[config.mk]
export PLATFORM = sky130hd
export DESIGN_NAME = sp_ram_arbiter
export DESIGN_NICKNAME = d
export VERILOG_FILES = /design/src/rtl/sp_ram_arbiter.sv
export SDC_FILE = /design/constraint.sdc
export NUM_CORES = 1
export LEC_CHECK = 0
export CORE_AREA = 2 2 101 103
export DETAILED_ROUTE_END_ITERATION = 7
export DIE_AREA = 0 0 103 105
export PLACE_DENSITY_LB_ADDON = 0.15
export SLEW_MARGIN = 20
export SYNTH_ARGS = -nofsm -noshare
export SYNTH_HDL_FRONTEND = slang
export SYNTH_SLANG_ARGS = --single-unit
[constraint.sdc]
create_clock -name clk -period 3.8 [get_ports clk]
set_input_delay 0.38 -clock clk [delete_from_list [all_inputs] [get_ports clk]]
set_output_delay 0.38 -clock clk [all_outputs]
set_load 0.02 [all_outputs]
[src/rtl/sp_ram_arbiter.sv]
// sp_ram_arbiter: two-master arbiter/sequencer with bounded bus-lock in front of sp_ram_wrap
// Ports: clk, rst_i; per master mN_req/lock/addr/we/be/wdata in, mN_gnt/rvalid/rdata out;
//        ram_en/addr/we/be/wdata out to sp_ram_wrap, ram_rdata_i back from it.
// Config: SP_RAM_ARB_ROUND_ROBIN_EN selects round-robin; undefined gives m0 fixed priority.
module sp_ram_arbiter #(
  parameter int ADDR_WIDTH = 15,
  parameter int DATA_WIDTH = 32,
  parameter int MAX_LOCK_CYCLES = 16
) (
  input  logic                    clk,
  input  logic                    rst_i,
  input  logic                    m0_req_i,
  input  logic                    m0_lock_i,
  input  logic [ADDR_WIDTH-1:0]   m0_addr_i,
  input  logic                    m0_we_i,
  input  logic [DATA_WIDTH/8-1:0] m0_be_i,
  input  logic [DATA_WIDTH-1:0]   m0_wdata_i,
  output logic                    m0_gnt_o,
  output logic                    m0_rvalid_o,
  output logic [DATA_WIDTH-1:0]   m0_rdata_o,
  input  logic                    m1_req_i,
  input  logic                    m1_lock_i,
  input  logic [ADDR_WIDTH-1:0]   m1_addr_i,
  input  logic                    m1_we_i,
  input  logic [DATA_WIDTH/8-1:0] m1_be_i,
  input  logic [DATA_WIDTH-1:0]   m1_wdata_i,
  output logic                    m1_gnt_o,
  output logic                    m1_rvalid_o,
  output logic [DATA_WIDTH-1:0]   m1_rdata_o,
  output logic                    ram_en_o,
  output logic [ADDR_WIDTH-1:0]   ram_addr_o,
  output logic                    ram_we_o,
  output logic [DATA_WIDTH/8-1:0] ram_be_o,
  output logic [DATA_WIDTH-1:0]   ram_wdata_o,
  input  logic [DATA_WIDTH-1:0]   ram_rdata_i
);
  localparam int CW = MAX_LOCK_CYCLES > 1 ? $clog2(MAX_LOCK_CYCLES) : 1;
  typedef enum logic {ARB, LOCKED} state_t;
  state_t state;
  logic owner, blk, blk_id, rv, rid, rwe;
  logic [CW-1:0] cnt;
  logic locked, pri, g0, g1, gnt, lk, own_req, own_lock, take_lock, forced;
  assign locked = state == LOCKED;
  assign own_req = owner ? m1_req_i : m0_req_i;
  assign own_lock = owner ? m1_lock_i : m0_lock_i;
  // pri names the master that wins a tie in ARB
`ifdef SP_RAM_ARB_ROUND_ROBIN_EN
  logic ptr;
  always_ff @(posedge clk)
    if (rst_i) ptr <= 1'b0;
    else if (forced || (locked ? own_req && !own_lock : gnt && !take_lock)) ptr <= locked ? !owner : !g1;
  assign pri = ptr;
`else
  // one-cycle priority flip after a forced release lets the starved master in
  assign pri = blk && !blk_id;
`endif
  assign g0 = !rst_i && m0_req_i && (locked ? !owner : !(m1_req_i && pri));
  assign g1 = !rst_i && m1_req_i && (locked ? owner : !(m0_req_i && !pri));
  assign gnt = g0 || g1;
  assign lk = g1 ? m1_lock_i : m0_lock_i;
  // a master just forcibly released may not re-lock on the very next cycle
  assign take_lock = !locked && gnt && lk && !(blk && blk_id == g1);
  assign forced = locked && cnt == CW'(MAX_LOCK_CYCLES - 1);
  always_ff @(posedge clk)
    if (rst_i) begin
      state <= ARB;
      owner <= 1'b0;
      cnt <= '0;
      blk <= 1'b0;
      blk_id <= 1'b0;
      rv <= 1'b0;
      rid <= 1'b0;
      rwe <= 1'b0;
    end else begin
      rv <= gnt;
      rid <= g1;
      rwe <= ram_we_o;
      blk <= forced;
      if (forced) blk_id <= owner;
      cnt <= take_lock ? '0 : cnt + CW'(1);
      if (take_lock) begin
        state <= LOCKED;
        owner <= g1;
      end else if (forced || (locked && !own_lock)) state <= ARB;
    end
  assign ram_en_o = gnt;
  assign ram_we_o = g1 ? m1_we_i : g0 && m0_we_i;
  assign ram_addr_o = g1 ? m1_addr_i : g0 ? m0_addr_i : '0;
  assign ram_be_o = g1 ? m1_be_i : g0 ? m0_be_i : '0;
  assign ram_wdata_o = g1 ? m1_wdata_i : g0 ? m0_wdata_i : '0;
  assign m0_gnt_o = g0;
  assign m1_gnt_o = g1;
  // reset drops an in-flight response immediately
  assign m0_rvalid_o = rv && !rid && !rst_i;
  assign m1_rvalid_o = rv && rid && !rst_i;
  assign m0_rdata_o = m0_rvalid_o && !rwe ? ram_rdata_i : '0;
  assign m1_rdata_o = m1_rvalid_o && !rwe ? ram_rdata_i : '0;
endmodule

After elaboration in Yosys (flattened, before gate mapping)
Index checks and enable logic that the tools add are counted.
{"block": "word_totals", "register_bits": 11, "in_bits": 142}
{"block": "op_classes", "addsub": 1, "mux": 15, "eq_ne": 2, "n_reduce_logical": 35}
{"cell": "2-to-1 mux 32 bit", "n": 4}
{"cell": "2-to-1 mux 15 bit", "n": 2}
{"cell": "logical AND 1 bit", "n": 20}
{"cell": "logical NOT 1 bit", "n": 11}
{"cell": "2-to-1 mux 4 bit", "n": 2}
{"cell": "2-to-1 mux 1 bit", "n": 7}
{"cell": "adder 4 x 1 -> 4 bit (second input constant)", "n": 1}
{"cell": "equality test 4 bit (second input constant)", "n": 1}
{"cell": "logical OR 1 bit", "n": 2}
{"cell": "nonzero test 2 bit", "n": 1}
{"cell": "OR reduction 2 bit", "n": 1}
{"cell": "equality test 1 bit", "n": 1}

Logic depth before layout (Yosys ltp)
Gate-level depths: netlist (run 1).
{"block": "logic_depth", "ltp_word": 12, "mapped_depth": 6, "mapped_depth_nobuf": 4}

Worst setup path after synthesis (run 1)
Ideal clock, no wire load.
{"block": "synth_path", "kind": "input-to-output", "start": "input rst_i", "end": "output ram_addr_o[10]", "setup_slack_ns": 2.019, "path_buffers": 2, "t_required_ns": 3.420, "t_arrival_ns": 1.401, "path_stages": 5, "path_cell_list": "nand2b_1 > a311oi_2 > buf_4 > buf_4 > a22o_1"}
{"block": "synth_between", "elab_chain_cells": 5, "word_cells_on_any_way": 7, "cone_classes": "mux: 2; reduce/logical: 5"}
{"element": "start, declared", "line_no": "11", "rtl": "input logic rst_i,"}
{"element": "logical NOT 1 bit (*)", "line_no": "57, 58"}
{"element": "logical AND 1 bit (2 in a row)", "line_no": "57", "rtl": "assign g0 = !rst_i && m0_req_i && (locked ? !owner : !(m1_req_i && pri));"}
{"element": "2-to-1 mux 15 bit", "line_no": "88", "rtl": "assign ram_addr_o = g1 ? m1_addr_i : g0 ? m0_addr_i : '0;"}
{"element": "2-to-1 mux 15 bit (*)", "line_no": "88"}
{"element": "end, declared", "line_no": "31", "rtl": "output logic [ADDR_WIDTH-1:0] ram_addr_o,"}
Every way passes the cells marked *; elsewhere a longest branch is shown, timed or not.

Final worst setup path (run 1)
{"block": "layout_path", "start": "input rst_i", "end": "output ram_wdata_o[16]"}
{"block": "layout_between", "elab_chain_cells": 5, "word_cells_on_any_way": 7, "cone_classes": "mux: 2; reduce/logical: 5"}
{"element": "logical NOT 1 bit (*)", "line_no": "57, 58"}
{"element": "logical AND 1 bit (2 in a row)", "line_no": "57"}
{"element": "2-to-1 mux 32 bit", "line_no": "90", "rtl": "assign ram_wdata_o = g1 ? m1_wdata_i : g0 ? m0_wdata_i : '0;"}
{"element": "2-to-1 mux 32 bit (*)", "line_no": "90"}
{"element": "end, declared", "line_no": "34", "rtl": "output logic [DATA_WIDTH-1:0] ram_wdata_o,"}
Marked as above.

==> results.json, run 1 <==
{
  "outcome": "finished clean",
  "io_buffers": 262,
  "drt_iter0_drc": 65,
  "drv_cap": 0,
  "syn-num-nets": 335,
  "cts_tree": "yes",
  "ir_worst_vdd_mv": 0.2697,
  "vias": 2412,
  "cpMostUsedCell": "clkdlybuf4s50_1",
  "slowest_delay_ns": 0.63,
  "die_w_um": 103,
  "clock_path_buffers": 2,
  "setup_ws_ns": 0.5996,
  "multi_input_area_um2": 1201,
  "cts_sinks": 11,
  "hpwl_um": 7714,
  "grt_pass1_vias": 2325,
  "final_nets": 587,
  "drt-total-wl_um": 9291,
  "diodes": 0,
  "core_um2": 9639,
  "power.density_nw_per_um2": 161.8,
  "globalRouteOverflowTotal": 0,
  "synth_top_area_share_pct": 30.36,
  "via_per_inst": 4.188,
  "routedWlPerCell_um": 16.13,
  "grt_max_degree": 57,
  "synth_top_area_cell": "a22o_1",
  "final_area_um2": 4325,
  "cts_made_buffers": 3,
  "fin_tns_setup_ns": 0,
  "final_hold_viol_count": 0,
  "worst_pin_slew_ns": 0.5138,
  "syn_area_um2": 1529,
  "p_leak_nw": 1.647,
  "ys_ff_latch": 11,
  "drive_gt1_share_pct": 3.837,
  "cts_resized": 0,
  "row_count": 36,
  "finalMaxSlewViolations": 0,
  "critPathArrivalTime_ns": 2.82,
  "fmax_ghz": 0.3125,
  "cp_max_fo": 49,
  "synthCells": 192,
  "ys_seq_area_share_pct": 14.40,
  "synth_adder_area_share_pct": 0.8183,
  "cts_root_buffer": "clkbuf_8",
  "die-area_um2": 10820,
  "crit_path_top_delay_cell": "clkdlybuf4s50_1",
  "skew_ns": 0.0008414,
  "synthSimpleGateAreaFrac_pct": 36.17,
  "dpl_worst_slack_ns": 0.6089,
  "grt_first_pass_wirelength_um": 13090,
  "ctsHoldBuffers": 0,
  "worstSetupPathType": "in2out",
  "cp-end-kind": "output port",
  "fin_crit_ns": 3.200,
  "initial_utilization_pct": 15.86,
  "die_h_um": 105,
  "antenna_found_initial": 0,
  "dr.pass1.iters": 5,
  "clk_latency_ns": 0.23,
  "antenna_left": 0,
  "yosys.area_share.xor_xnor_pct": 1.146,
  "crit_chain": "clkdlybuf4s50_1 -> nand2b_1 -> a311oi_4 -> buf_12 -> a22o_1 -> clkdlybuf4s50_1",
  "fill_cells": 990,
  "hold_path_class": "reg2reg",
  "clk_pin_slew_worst_paths_ns": 0.05,
  "grt.total_usage_pct": 15.42,
  "synth_top_family_by_area": "compound AO/OA/AOI/OAI gates",
  "seq_area_um2": 220.2,
  "grt_setup_unrepaired": "false",
  "period_share_pct": 84.22,
  "boundaryPins": 263,
  "postCtsSetupBuffers": 0,
  "place_congestion": 0.8209,
  "slew_headroom_pct": 65.75,
  "yosysWarnings": 0,
  "ys_types": 35,
  "syn_avg_cell_area_um2": 7.963,
  "placed_area_um2": 4280,
  "holdPathStages": 1,
  "ys_top_cells_by_area": "a22o_1 (30%), and2_1 (27%), dfxtp_1 (14%)",
  "areaGrowthSynthToFinish_pct": 182.9,
  "muxShareOfSynthArea_pct": 1.309,
  "synth_compound_gate_area_share_pct": 37.07,
  "rr_worst_depth": 5,
  "htreeDepth": 1,
  "setup_viol": 0,
  "worstSetupStartpointType": "primary input",
  "drc": 0,
  "required_ns": 3.42
}
-- per-layer routing --
metal,vias to the layer above,share of wire [%],track usage [%]
met5,-,0,0
met4,0,0.73,1.504
met3,4,8.1,3.211
met2,111,52,29.59
met1,1092,39,17.65
li1,1205,-,-
-- state kept, by name (all words and copies together) (netlist names) --
signal and flops:
owner 1, cnt 4, rwe 1, locked 1, blk_id 1, rv 1, rid 1, blk 1
-- Yosys cell counts, drive strengths merged --
cell type,n
buf,12
a21oi,1
and4bb,1
nand4,1
clkbuf,7
dfxtp,11
a221oi,1
o21ai,3
and3b,1
nand3,1
xnor2,1
and2,65
a22o,53
nor2,7
a41o,1
a31o,1
a21boi,1
nor2b,2
nand2b,3
mux2i,2
xor2,1
or2,2
nor4b,1
ha,1
nand2,3
o32ai,1
inv,4
a311oi,3
nor3b,1
-- power breakdown --
group,internal (W),total [W],switching (W)
Clock,0.0000735,0.000116,0.0000424
Combinational,0.000275,0.000454,0.000180
Sequential,0.000122,0.000130,0.00000773
Total,0.000470,0.000700,0.000230
-- worst paths after layout --
path | from | endpoint | slack (ns)
hold / removal | cnt[0] | cnt[0] | 0.45
setup / recovery | rst_i | ram_wdata_o[16] | 0.60
hold reg to reg | cnt[0] | cnt[0] | 0.45
setup reg to reg | locked | locked | 2.30
-- critical path, delay by kind of cell --
family | cells | cell delay, ns
buf+inv | 3 | 1.53
compound gates | 2 | 0.61
simple gates | 1 | 0.30
-- cell usage in the layout (no fill, tap or decap), drive strengths merged --
cell	count
mux2i	2
xor2	1
xnor2	1
a311oi	3
buf	4
a221oi	1
o21ai	3
a31o	1
nand2b	3
o32ai	1
and4bb	1
a22o	53
and2	65
clkbuf	4
nand3	1
inv	4
a41o	1
a21boi	1
and3b	1
nor3b	1
nand4	1
nor4b	1
nand2	3
a21oi	1
clkdlybuf4s50	262
ha	1
nor2	7
or2	2
dfxtp	11
nor2b	2
-- layout make-up --
cell class / count / area share [%]
Multi-Input combinational cell: 158 / 27.77
Timing Repair Buffer: 266 / 61.90
Clock buffer: 4 / 1.041
Sequential cell: 11 / 5.091
Tap cell: 133 / 3.847
Inverter: 4 / 0.3471
-- kinds of logic after synthesis --
logic type	after synthesis
adder cells (fa/ha/maj)	1
XOR/XNOR	2
buffers and inverters	23
AO/OA/AOI/OAI	65
multiplexers	2
AND/OR/NAND/NOR	88
flip-flops	11
-- metrics by stage --
| step | std cells | util, % | power (W) | hold slack (ns) |
|---|---|---|---|---|
| global placement | 572 | 44.41 | 0.0005848 | 0.4259 |
| CTS | 576 | 44.87 | 0.0007092 | 0.4518 |
| floorplan | 192 | - | 0.0003044 | 0.4175 |
| global route | 576 | 44.87 | 0.0007380 | 0.4633 |
| finish | 576 | 44.87 | 0.0006998 | 0.4500 |
| detailed placement | 572 | 44.41 | 0.0005876 | 0.4383 |
Note: power is estimated with default switching activity, not from simulation.
==> run 2, diff against run 1 <==
CORE_AREA = 2 2 103 105   (was 2 2 101 103)
DIE_AREA = 0 0 105 107   (was 0 0 103 105)
clock period = 2.95 ns   (was 3.8 ns; I/O delays follow)
==> results.json, run 2 (synthesis results as in run 1) <==
{
  "seq_area_um2": 220.2,
  "grt_setup_unrepaired": "false",
  "final_util_pct": 43.09,
  "vias": 2433,
  "io_buffers": 262,
  "drive_gt1_share_pct": 4.054,
  "switchingPower_w": 0.0002882,
  "rr_worst_depth": 4,
  "crit_chain": "clkdlybuf4s50_1 -> nand2b_1 -> a311oi_4 -> buf_12 -> a22o_1 -> clkdlybuf4s50_1",
  "layout_common_cells": "clkdlybuf4s50_1 (262), and2_1 (65), a22o_1 (53)",
  "place_congestion": 0.7898,
  "power.density_nw_per_um2": 205.6,
  "swShare_pct": 32.23,
  "routedWlPerCell_um": 15.38,
  "power_frac_seq_pct": 18.6,
  "setup_viol": 0,
  "die_w_um": 105,
  "required_ns": 2.65,
  "row_count": 37,
  "htreeDepth": 1,
  "worstSetupPathType": "in2out",
  "critPathArrivalTime_ns": 2.44,
  "clock_path_buffers": 2,
  "layout_commonest_cell": "clkdlybuf4s50_1",
  "fmax_ghz": 0.3653,
  "hpwl_um": 7470,
  "boundaryPins": 263,
  "initial_utilization_pct": 15.15,
  "outcome": "finished clean",
  "drt_iter0_drc": 70,
  "path_buf_inv": 3,
  "cts_tree": "yes",
  "hold_path_class": "reg2reg",
  "cp_top_family": "buffers and inverters",
  "cts_root_buffer": "clkbuf_8",
  "ctsHoldBuffers": 0,
  "antenna_found_initial": 0,
  "slew_headroom_pct": 75.02,
  "cts_sinks": 11,
  "power_frac_clock_pct": 16.2,
  "fin_crit_ns": 2.737,
  "cpMostUsedCell": "clkdlybuf4s50_1",
  "fill_cells": 1060,
  "skew_ns": 0.001360,
  "core_um2": 10090,
  "startpoint": "rst_i",
  "combPwrFrac_pct": 65.1,
  "final_hold_viol_count": 0,
  "drt-total-wl_um": 8923,
  "grt_first_pass_wirelength_um": 12740,
  "p_leak_nw": 1.655,
  "final_nets": 588,
  "min_from": "cnt[0]",
  "areaGrowthSynthToFinish_pct": 184.5,
  "antenna_left": 0,
  "clk_pin_slew_worst_paths_ns": 0.05,
  "period_share_pct": 92.79,
  "grt.total_usage_pct": 14.28,
  "fin_tns_setup_ns": 0,
  "drv_cap": 0,
  "crit_path_top_delay_cell": "clkdlybuf4s50_1",
  "postCtsSetupBuffers": 0,
  "worst_pin_slew_ns": 0.3739,
  "finalMaxSlewViolations": 0,
  "cts_made_buffers": 3,
  "regMostFlops": "cnt",
  "largest_reg_flops": 4,
  "cts_resized": 0,
  "drc": 0,
  "globalRouteOverflowTotal": 0,
  "p_int_w": 0.0006059,
  "holdPathStages": 1,
  "grt_pass1_vias": 2189,
  "rr_startpoint": "locked",
  "diodes": 0,
  "via_per_inst": 4.195,
  "slowest_delay_ns": 0.62,
  "multi_input_area_um2": 1201,
  "grt_max_degree": 57,
  "ir_worst_vdd_mv": 0.1221,
  "cp-end-kind": "output port",
  "crit_cells": 6,
  "worstSetupStartpointType": "primary input",
  "clk_latency_ns": 0.23,
  "cp_max_fo": 56,
  "dr.pass1.iters": 4,
  "die-area_um2": 11240,
  "die_h_um": 107
}
==> run 2: cell count changes in the layout (fill, tap and decap cells not counted), sizes merged <==
cell  before  now
buf        4    5
==> run 2: routing by layer <==
| layer | share of wire [%] | GRT usage, % | vias to the layer above |
|---|---|---|---|
| met5 | 0 | 0 | - |
| met4 | 2.0 | 3.619 | 0 |
| li1 | - | - | 1209 |
| met1 | 37 | 15.08 | 1082 |
| met2 | 51 | 27.13 | 128 |
| met3 | 9.4 | 4.742 | 14 |
==> run 2: power groups by stage <==
stage	registers, W	logic [W]	clock network (W)
final	0.000167	0.000582	0.000145
after global routing	0.000168	0.000615	0.000158
after CTS	0.000167	0.000588	0.000152
after detailed placement	0.000170	0.000586	0
after global placement	0.000169	0.000583	0
after floorplan	0.000166	0.000226	0
==> run 2: per-stage QoR <==
step	power (W)	instances	instance area, µm²	hold WS, ns	setup WS, ns
global route	0.0009414	580	4349	0.4782	0.1358
finish	0.0008940	580	4349	0.4500	0.2126
floorplan	0.0003921	192	1529	0.4047	1.304
detailed placement	0.0007558	576	4304	0.4454	0.2191
global placement	0.0007529	576	4304	0.4305	0.2543
CTS	0.0009062	580	4349	0.4522	0.2149
==> run 2: path summary, 6_finish.rpt <==
| check | end | slack, ns |
|---|---|---|
| worst max-delay path | ram_addr_o[4] | 0.21 |
| worst min-delay path | cnt[0] | 0.45 |
| worst max register to register | rwe | 1.40 |
| worst min register to register | cnt[0] | 0.45 |
==> run 2: cell type report <==
cell class / instances / share of cell area [%]
multi-input cells: 158 / 27.62
flip-flops and latches: 11 / 5.063
clock buffers: 4 / 1.036
inverters: 4 / 0.3452
well taps: 136 / 3.913
repair buffers: 267 / 62.03
